[config.mk]
export PLATFORM = sky130hd
export DESIGN_NAME = icache_refill_axi_master
export DESIGN_NICKNAME = d
export VERILOG_FILES = /design/src/rtl/icache_refill_axi_master_pkg.sv /design/src/rtl/icache_refill_axi_master.sv
export SDC_FILE = /design/constraint.sdc
export NUM_CORES = 1
export LEC_CHECK = 0
export ABC_AREA = 1
export CORE_UTILIZATION = 46
export DETAILED_ROUTE_END_ITERATION = 10
export PLACE_DENSITY = 0.84
export SYNTH_ARGS = -nofsm -noshare
export SYNTH_HDL_FRONTEND = slang
export SYNTH_SLANG_ARGS = --single-unit
[constraint.sdc]
create_clock -name clk -period 2.1 [get_ports clk]
set_clock_uncertainty 0.05 [all_clocks]
set_input_delay 0.42 -clock clk [delete_from_list [all_inputs] [get_ports clk]]
set_output_delay 0.42 -clock clk [all_outputs]
set_load 0.01 [all_outputs]
[src/rtl/icache_refill_axi_master_pkg.sv]
// Shared definitions for the instruction-cache refill AXI read master.
// Contents: FSM state type, fixed AXI burst attributes for a 16-byte line, line width.
package icache_refill_axi_master_pkg;

    typedef enum logic [2:0] {
        StIdle,
        StAr,
        StR0,
        StR1,
        StResp
    } state_t;

    localparam logic [1:0] BURST_INCR = 2'b01;
    localparam logic [2:0] SIZE_8B    = 3'b011;
    localparam logic [7:0] LEN_2BEAT  = 8'd1;
    localparam logic [1:0] RESP_OKAY  = 2'b00;

    localparam int unsigned LINE_W = 128;

endpackage

[src/rtl/icache_refill_axi_master.sv]
// AXI read initiator for ICache line refills. Accepts one miss address, issues a single
// 2-beat x 64-bit INCR burst for the enclosing 16-byte line, assembles the beats into a
// 128-bit line and returns it with an error flag.
//
// Ports:
//   clk, rst_n                      clock, asynchronous active-low reset
//   req_valid/req_ready/req_addr    line-fill request from the cache
//   flush                           discard the result of the refill in flight
//   resp_valid/resp_ready           line return handshake
//   resp_data/resp_err              assembled line {beat1, beat0} and error flag
//   araddr/arvalid/arready/arlen/arsize/arburst   AXI AR channel
//   rdata/rvalid/rready/rlast/rresp               AXI R channel
//
// Optional feature: define ICACHE_REFILL_TIMEOUT_EN to enable a watchdog that ends the
// refill with an error after TIMEOUT_CYCLES cycles without an AR or R handshake.
module icache_refill_axi_master
    import icache_refill_axi_master_pkg::*;
#(
    parameter int unsigned ADDR_W         = 32,
    parameter int unsigned DATA_W         = 64,
    parameter int unsigned TIMEOUT_CYCLES = 255
) (
    input  logic                clk,
    input  logic                rst_n,
    input  logic                req_valid,
    input  logic [ADDR_W-1:0]   req_addr,
    output logic                req_ready,
    input  logic                flush,
    output logic                resp_valid,
    output logic [2*DATA_W-1:0] resp_data,
    output logic                resp_err,
    input  logic                resp_ready,
    output logic [ADDR_W-1:0]   araddr,
    output logic                arvalid,
    input  logic                arready,
    output logic [7:0]          arlen,
    output logic [2:0]          arsize,
    output logic [1:0]          arburst,
    input  logic [DATA_W-1:0]   rdata,
    input  logic                rvalid,
    output logic                rready,
    input  logic                rlast,
    input  logic [1:0]          rresp
);

    localparam int unsigned LineW = 2 * DATA_W;

    state_t             state_q, state_d;
    logic [ADDR_W-1:0]  addr_q, addr_d;
    logic [LineW-1:0]   data_q, data_d;
    logic               err_q, err_d;
    logic               drop_q, drop_d;

    // Low address bits are discarded by line alignment.
    logic unused_addr_lsb;
    assign unused_addr_lsb = ^req_addr[3:0];

    assign arlen   = LEN_2BEAT;
    assign arsize  = SIZE_8B;
    assign arburst = BURST_INCR;

    assign araddr    = addr_q;
    assign resp_data = data_q;
    assign resp_err  = err_q;

`ifdef ICACHE_REFILL_TIMEOUT_EN
    localparam int unsigned CntW = $clog2(TIMEOUT_CYCLES + 1);

    logic [CntW-1:0] cnt_q, cnt_d;
    logic            on_bus;
    logic            bus_hs;
    logic            timeout;

    assign on_bus  = (state_q == StAr) || (state_q == StR0) || (state_q == StR1);
    assign bus_hs  = ((state_q == StAr) && arready) ||
                     (((state_q == StR0) || (state_q == StR1)) && rvalid);
    assign timeout = on_bus && !bus_hs && (cnt_q == CntW'(TIMEOUT_CYCLES - 1));

    always_comb begin
        cnt_d = cnt_q + 1'b1;
        if (!on_bus || bus_hs || timeout) begin
            cnt_d = '0;
        end
    end

    always_ff @(posedge clk or negedge rst_n) begin
        if (!rst_n) begin
            cnt_q <= '0;
        end else begin
            cnt_q <= cnt_d;
        end
    end
`else
    int unsigned unused_timeout_cycles;
    assign unused_timeout_cycles = TIMEOUT_CYCLES;
`endif

    always_comb begin
        state_d    = state_q;
        addr_d     = addr_q;
        data_d     = data_q;
        err_d      = err_q;
        drop_d     = drop_q;
        req_ready  = 1'b0;
        arvalid    = 1'b0;
        rready     = 1'b0;
        resp_valid = 1'b0;

        // A flush during the bus phase only marks the result for discard; the burst must
        // still drain because AXI has no abort.
        if ((state_q == StAr || state_q == StR0 || state_q == StR1) && flush) begin
            drop_d = 1'b1;
        end

        unique case (state_q)
            StIdle: begin
                req_ready = 1'b1;
                if (req_valid) begin
                    addr_d  = {req_addr[ADDR_W-1:4], 4'b0000};
                    data_d  = '0;
                    err_d   = 1'b0;
                    drop_d  = 1'b0;
                    state_d = StAr;
                end
            end
            StAr: begin
                arvalid = 1'b1;
                if (arready) begin
                    state_d = StR0;
                end
            end
            StR0: begin
                rready = 1'b1;
                if (rvalid) begin
                    data_d[DATA_W-1:0] = rdata;
                    if (rresp != RESP_OKAY) begin
                        err_d = 1'b1;
                    end
                    if (rlast) begin
                        // Burst ended one beat early.
                        err_d   = 1'b1;
                        state_d = drop_d ? StIdle : StResp;
                    end else begin
                        state_d = StR1;
                    end
                end
            end
            StR1: begin
                rready = 1'b1;
                if (rvalid) begin
                    data_d[LineW-1:DATA_W] = rdata;
                    if (rresp != RESP_OKAY || !rlast) begin
                        err_d = 1'b1;
                    end
                    state_d = drop_d ? StIdle : StResp;
                end
            end
            StResp: begin
                resp_valid = !drop_q;
                if (drop_q || flush || resp_ready) begin
                    state_d = StIdle;
                end
            end
            default: begin
                state_d = StIdle;
            end
        endcase

`ifdef ICACHE_REFILL_TIMEOUT_EN
        if (timeout) begin
            err_d   = 1'b1;
            state_d = drop_d ? StIdle : StResp;
        end
`endif
    end

    always_ff @(posedge clk or negedge rst_n) begin
        if (!rst_n) begin
            state_q <= StIdle;
            addr_q  <= '0;
            data_q  <= '0;
            err_q   <= 1'b0;
            drop_q  <= 1'b0;
        end else begin
            state_q <= state_d;
            addr_q  <= addr_d;
            data_q  <= data_d;
            err_q   <= err_d;
            drop_q  <= drop_d;
        end
    end

endmodule

**Word level (Yosys, flattened, before mapping)**

Index checks and enable logic that the tools add are counted.

- Flip-flop bits (word level): 161
- Bits of input ports: 106
- Output and inout bits: 178

- Equal/unequal tests: 11
- Multiplexer cells: 26
- Reductions and logical operators: 19

Operators with widths:

| cell | number |
|---|---|
| case mux 64 bit (2 select lines) | 2 |
| two-way mux 128 bit | 1 |
| two-way mux 64 bit | 1 |
| two-way mux 3 bit | 7 |
| case mux 3 bit (5 select lines) | 1 |
| two-way mux 1 bit | 13 |
| inequality test 2 bit, second input constant | 5 |
| == test 3 x 2 -> 1 bit, second input constant | 2 |
| AND reduction 3 bit | 2 |
| AND reduction 6 bit | 1 |
| nonzero test 2 bit | 3 |
| logical OR 1 bit | 5 |
| AND reduction 5 bit | 1 |
| == test 3 x 1 -> 1 bit, second input constant | 1 |
| == test 3 bit, second input constant | 1 |
| zero test 3 bit | 1 |
| inequality test 3 x 2 -> 1 bit, second input constant | 1 |
| case mux 1 bit (3 select lines) | 1 |
| nonzero test 3 bit | 1 |
| zero test 1 bit | 2 |
| inequality test 2 x 1 -> 1 bit, second input constant | 1 |
| AND reduction 2 bit | 1 |
| OR reduction 2 bit | 1 |
| logical AND 1 bit | 1 |

**Longest topological paths before layout**

Gate-level depths: netlist of run 1.

- Depth after elaboration: 9
- Gate-level depth with buffers: 9
- Mapped depth without buffers: 8

**Least setup slack after synthesis of run 1**

Ideal clock, no wire load.

- Kind: register to output
- Start: register state_q[1]
- End: output port req_ready
- Arrival: 1.025 ns
- Required time: 1.630 ns
- Slack: 0.605 ns
- Cell stages (with the launch flop): 5
- Path buffers: 1
- Cell sequence: dfrtp_1 inv_2 nand2_1 nor2_2 clkbuf_1

- Cells in the longest elaborated chain, start to end: 2

Ends and longest elaborated chain:

| item | line | RTL |
|---|---|---|
| start, declared | icache_refill_axi_master.sv:48 | `state_t state_q, state_d;` |
| start signal, assigned | icache_refill_axi_master.sv:179 | `state_q <= StIdle;` |
| start signal, assigned | icache_refill_axi_master.sv:185 | `state_q <= state_d;` |
| zero test 3 bit | icache_refill_axi_master.sv:115 | `unique case (state_q)` |
| two-way mux 1 bit | icache_refill_axi_master.sv:115 |  |
| end, declared | icache_refill_axi_master.sv:27 | `output logic req_ready,` |

No other way between the ends.

**Worst setup path in the final report of run 1**

- Start: register state_q[0]
- End: output port resp_valid

- Cells in the longest elaborated chain, start to end: 2

Ends and longest elaborated chain:

| item | line | RTL |
|---|---|---|
| == test 3 bit | icache_refill_axi_master.sv:115 |  |
| two-way mux 1 bit | icache_refill_axi_master.sv:115 |  |
| end, declared | icache_refill_axi_master.sv:29 | `output logic resp_valid,` |

No other way between the ends.

==> results of run 1 <==
[synth_stat cells (2+ instances only)]
library cell    n  area share (%)
clkbuf_2        3            0.22
nand2_1        79             4.3
buf_12          5             1.5
buf_4          30             3.3
buf_2          10            0.73
dfrtp_1       161              59
a21oi_1         2            0.15
o21ai_1        79             5.8
clkbuf_1       12            0.66
o21ai_0        74             5.4
nand3_1        98             7.2
inv_2           4            0.22
nor2_1          9            0.49
nor2_2          2            0.18
nand3b_1        2            0.22
buf_6           7             1.2
o21ai_2        40             5.1
conb_1          2            0.11
inv_1          68             3.7
[cell families after synthesis]
kind of cell | after synthesis
buffers and inverters | 139
and+or+nand+nor | 195
other | 2
DFF | 161
AOI/OAI and AO/OA | 196
[worst reg2reg max path, stage by stage, from the launching register on]
cell and delay [ns]:
dfrtp_1 0.44, inv_2 0.15, nand2_1 0.10, nor2_2 0.10
buf_4 0.31, nand2_4 0.20, buf_12 0.22, nand3_1 0.12
o21ai_1 0.08
[power breakdown]
| part | total [W] | internal, W | switching (W) | leakage [nW] |
|---|---|---|---|---|
| logic | 0.00680 | 0.00338 | 0.00341 | 2.26 |
| registers | 0.00520 | 0.00443 | 0.000767 | 2.15 |
| clock network | 0.00326 | 0.00204 | 0.00122 | 0.308 |
[layer usage]
metal | global-route usage, % | vias to the layer above | share of wire [%]
li1 | - | 2785 | -
met1 | 28.5 | 2793 | 40
met2 | 40.8 | 237 | 49
met3 | 8.10 | 29 | 8.8
met4 | 9.23 | 0 | 2.2
met5 | 0 | - | 0
[through the flow]
stage	hold WS, ns	utilization (%)	total power [W]
2_1_floorplan	0.0744	-	0.00849
3_3_place_gp	0.315	65.7	0.0119
3_5_place_dp	0.316	65.7	0.0121
4_1_cts	0.423	70.0	0.0154
5_1_grt	0.442	70.0	0.0162
6_report	0.417	70.0	0.0153
[registers in the layout, indices dropped and copies added (netlist names)]
name and count:
resp_err 1, drop_q 1, araddr 28, resp_data 128
state_q 3
[worst paths after layout]
check | startpoint | to | slack (ns) | cells past startpoint
max | state_q[0] | resp_valid | 0.11 | 4
min | araddr[4] | araddr[4] | 0.42 | 2
max reg2reg | state_q[0] | resp_data[109] | 0.21 | 8
min reg2reg | araddr[4] | araddr[4] | 0.42 | 2
max in group asynchronous | rst_n | state_q[2] | 0.86 | 3
min in group asynchronous | rst_n | resp_data[48] | 0.43 | 2
[timing repair]
action                     4_1_cts  5_1_grt
hold buffers                     1        0
hold endpoints to repair        40        0
resized for setup                6        3
pin swaps                        1        0
setup endpoints to repair        4        2
[final cells by class]
cell class,count,share of cell area [%]
flip-flops and latches,161,39.6
repair buffers,283,28.4
multi-input cells,408,20.9
clock buffers,25,4.97
inverters,72,2.68
well taps,184,2.26
clock inverters,7,1.19
==> results.cfg, run 1 <==
[status]
status = finished, final reports clean

[hold_path]
min_path_type = flip-flop to flip-flop

[clocking]
clkSinkCount = 161
htreeDepth = 4
cts_tree = done
cts-root-buf = clkbuf_16
post-cts-setup-buffer-count = 0
path_clk_slew_ns = 0.07
cts_buffer_depth = 2
clk_latency_ns = 0.43
cts_buffers = 17

[route]
postRouteAntennaNets = 0
vias_per_cell = 5.13
wire_per_inst_um = 15.8
first_pass_iters = 4
routed_wl_mm = 18.0
drtIter0Drc = 352
drc = 0
via_count = 5844

[setup_path]
crit_type = flip-flop to output port
cpMaxStageDelayCell = dfrtp_1
cp-start-kind = flip-flop
crit_arrival_ns = 1.52
end_kind = output port
cp_num_buf_inv = 2
critical_path_required_ns = 1.63
critPathTopFamily = flip-flops
worst-path-max-fanout = 6
crit_chain = inv_2, nand2_1, nor3_1, dlygate4sd1_1
slowest_delay_ns = 0.44

[die]
coreArea_um2 = 14500
io-pin-count = 284
dieWidth_um = 124
die_h_um = 124
initial_utilization_pct = 47.1
die_area_um2 = 15400
fp-row-count = 44

[yosys]
synth-xor-area-share_pct = 0
synthSimpleGateAreaFrac_pct = 13.0
syn_avg_cell_area_um2 = 9.88
synth-async-reset-ratio_pct = 100
synth-edff-count = 0
synth_ff_type = dfrtp_1
yosys_warnings = 0
ys_seq_elements = 161
synth_mux_area_share_pct = 0
netlist_area_um2 = 6850
synth-adder-area-share_pct = 0
yosysSeqAreaShare_pct = 58.8
synth_cells = 693
synth_top_family_by_area = compound AO/OA/AOI/OAI gates
synth_cell_types = 25
synth_compound_area_share_pct = 16.6

[placed_design]
dp.cells = 1107
place_congestion = 0.799
hpwl_mm = 12.5
pre_cts_ws_ns = 0.0499
placed_area_um2 = 9540
io_buffers = 262

[cells_and_area]
syn_to_final_growth_pct = 48.7
multi_input_area_um2 = 2130
nNetsFinal = 1049
n_antenna_cell = 0
layoutNonFillerInstCount = 1140
final_area_um2 = 10200
regArea_um2 = 4030
layout_commonest_cell = clkdlybuf4s50_1
fill_cells = 1077
mostFrequentLayoutCells = clkdlybuf4s50_1, dfrtp_1, nand3_1
layout-drive-gt1-share_pct = 10.9

[timing]
slew_violations = 0
fmax_mhz = 502
hold_violations = 0
rsz0062_at_grt = false
period_share_pct = 94.9
setup_viol = 0
fin_crit_ns = 1.99
fin_tns_setup_ns = 0
fin_ws_ns = 0.107

[power]
ir_drop_mv = 0.676
leakage_nw = 4.72
pwr_density_cell_nw_per_um2 = 1500

[global_route]
grt_pass1_vias = 5591
globalRouteTotalUtil_pct = 24.2
antenna_found_initial = 0
grt_overflow = 0
grt_pass1_wl_mm = 28.0
grt_max_degree = 48

[job]
cap_violations = 0
Note: power is estimated with default switching activity, not from simulation.
==> run 2, diff against run 1 <==
--- a/config.mk
+++ b/config.mk
@@ -9,6 +9,7 @@
 export CORE_UTILIZATION = 46
 export DETAILED_ROUTE_END_ITERATION = 10
 export PLACE_DENSITY = 0.84
+export SKIP_LAST_GASP = 1
 export SYNTH_ARGS = -nofsm -noshare
 export SYNTH_HDL_FRONTEND = slang
 export SYNTH_SLANG_ARGS = --single-unit
==> results.cfg, run 2 (synthesis gave the netlist of run 1 again) <==
[timing]
slew_violations = 0
period_share_pct = 92.0
setup_viol = 0
fmax_mhz = 518
hold_violations = 0
fin_crit_ns = 1.93
fin_ws_ns = 0.168
rsz0062_at_grt = false
whs_ns = 0.417

[clocking]
cts_buffer_depth = 2
clk_latency_ns = 0.43
htreeDepth = 4
path_clk_slew_ns = 0.07
cts_tree = done
cts-root-buf = clkbuf_16
clkSinkCount = 161
cts_buffers = 17

[setup_path]
r2r_start = state_q[1]
crit_type = flip-flop to output port
crit_arrival_ns = 1.46
cp-start-kind = flip-flop
reg2reg_slack_ns = 0.24
end_kind = output port
worst-path-max-fanout = 6
startpoint = state_q[0]
critical_path_required_ns = 1.63

[status]
status = finished, final reports clean

[power]
power_switching_w = 0.00540
pwr_density_cell_nw_per_um2 = 1500
swShare_pct = 35.4
power_frac_seq_pct = 34.0
comb_power_share_pct = 44.6
ir_drop_mv = 0.675
power_frac_clock_pct = 21.3
p_int_w = 0.00987
leakage_nw = 4.74

[global_route]
grt_overflow = 0
grt_pass1_vias = 5591
grt_max_degree = 48
globalRouteTotalUtil_pct = 24.2
grt_pass1_wl_mm = 28.0
antenna_found_initial = 0

[placed_design]
place_congestion = 0.799
dp.cells = 1107
hpwl_mm = 12.5
placed_area_um2 = 9540
io_buffers = 262
pre_cts_ws_ns = 0.0499

[cells_and_area]
multi_input_area_um2 = 2130
final_area_um2 = 10200
fill_cells = 1078
layout_commonest_cell = clkdlybuf4s50_1
n_antenna_cell = 0
syn_to_final_growth_pct = 48.9
layoutNonFillerInstCount = 1141
regArea_um2 = 4030
mostFrequentLayoutCells = clkdlybuf4s50_1, dfrtp_1, nand3_1
layout-drive-gt1-share_pct = 11.1
largest_reg_flops = 128
nNetsFinal = 1050
fin_util_pct = 70.1

[die]
fp-row-count = 44
die_area_um2 = 15400
dieWidth_um = 124
initial_utilization_pct = 47.1
die_h_um = 124
coreArea_um2 = 14500
io-pin-count = 284

[route]
via_count = 5847
drc = 0
wire_per_inst_um = 15.8
first_pass_iters = 4
vias_per_cell = 5.12
drtIter0Drc = 365
routed_wl_mm = 18.0
postRouteAntennaNets = 0

[hold_path]
min_path_type = primary input to asynchronous set/reset pin

[job]
cap_violations = 0
## run 2: final timing paths
path / endpoint / cells past startpoint
setup / recovery: resp_valid / 4
hold / removal: resp_data[48] / 2
setup reg to reg: state_q[2] / 8
hold reg to reg: araddr[4] / 2
max in group asynchronous: state_q[2] / 3
min in group clk: araddr[4] / 2
## run 2: stage by stage
step / TNS (ns) / power (W)
global route: 0 / 0.0162
detailed placement: 0 / 0.0121
floorplan: 0 / 0.00849
global placement: 0 / 0.0119
finish: 0 / 0.0153
CTS: -0.212 / 0.0154
## run 2: metal layers
layer | track usage (%) | up-vias | share of wire (%)
met5 | 0 | - | 0
met4 | 9.23 | 0 | 2.2
met3 | 8.10 | 29 | 8.7
met2 | 40.8 | 221 | 49
met1 | 28.5 | 2811 | 40
li1 | - | 2786 | -
## run 2: what timing repair did
item	CTS	global route
hold endpoints to repair	40	0
resized for setup	4	3
hold buffers	1	0
pin swaps	1	0
buffers inserted	0	1
endpoints found under the setup margin	4	3
## run 2: critical path, cell delays in order (launching register included)
cell	delay (ns)
dfrtp_1	0.45
inv_2	0.08
nand2_1	0.08
nor3_1	0.12
dlygate4sd2_1	0.31
## run 2: area by class of cell
type / count / share of cell area [%]
tap: 184 / 2.26
inverter: 72 / 2.68
clock buffer: 25 / 4.96
timing repair buffer: 284 / 28.5
sequential: 161 / 39.5
multi-input combinational: 408 / 20.9
clock inverter: 7 / 1.19
## run 2: power groups by stage
stage	Sequential (W)	Clock, W	Combinational (W)
detailed placement	0.00524	0	0.00686
finish	0.00520	0.00326	0.00681
global route	0.00536	0.00343	0.00744
floorplan	0.00583	0	0.00267
CTS	0.00520	0.00329	0.00688
global placement	0.00518	0	0.00675
==> run 3, diff against run 2 <==
--- a/config.mk
+++ b/config.mk
@@ -6,6 +6,7 @@
 export NUM_CORES = 1
 export LEC_CHECK = 0
 export ABC_AREA = 1
+export CAP_MARGIN = 10
 export CORE_UTILIZATION = 46
 export DETAILED_ROUTE_END_ITERATION = 10
 export PLACE_DENSITY = 0.84
==> results of run 3 <==
The final DEF is identical to that of run 2; final timing and power are the same.
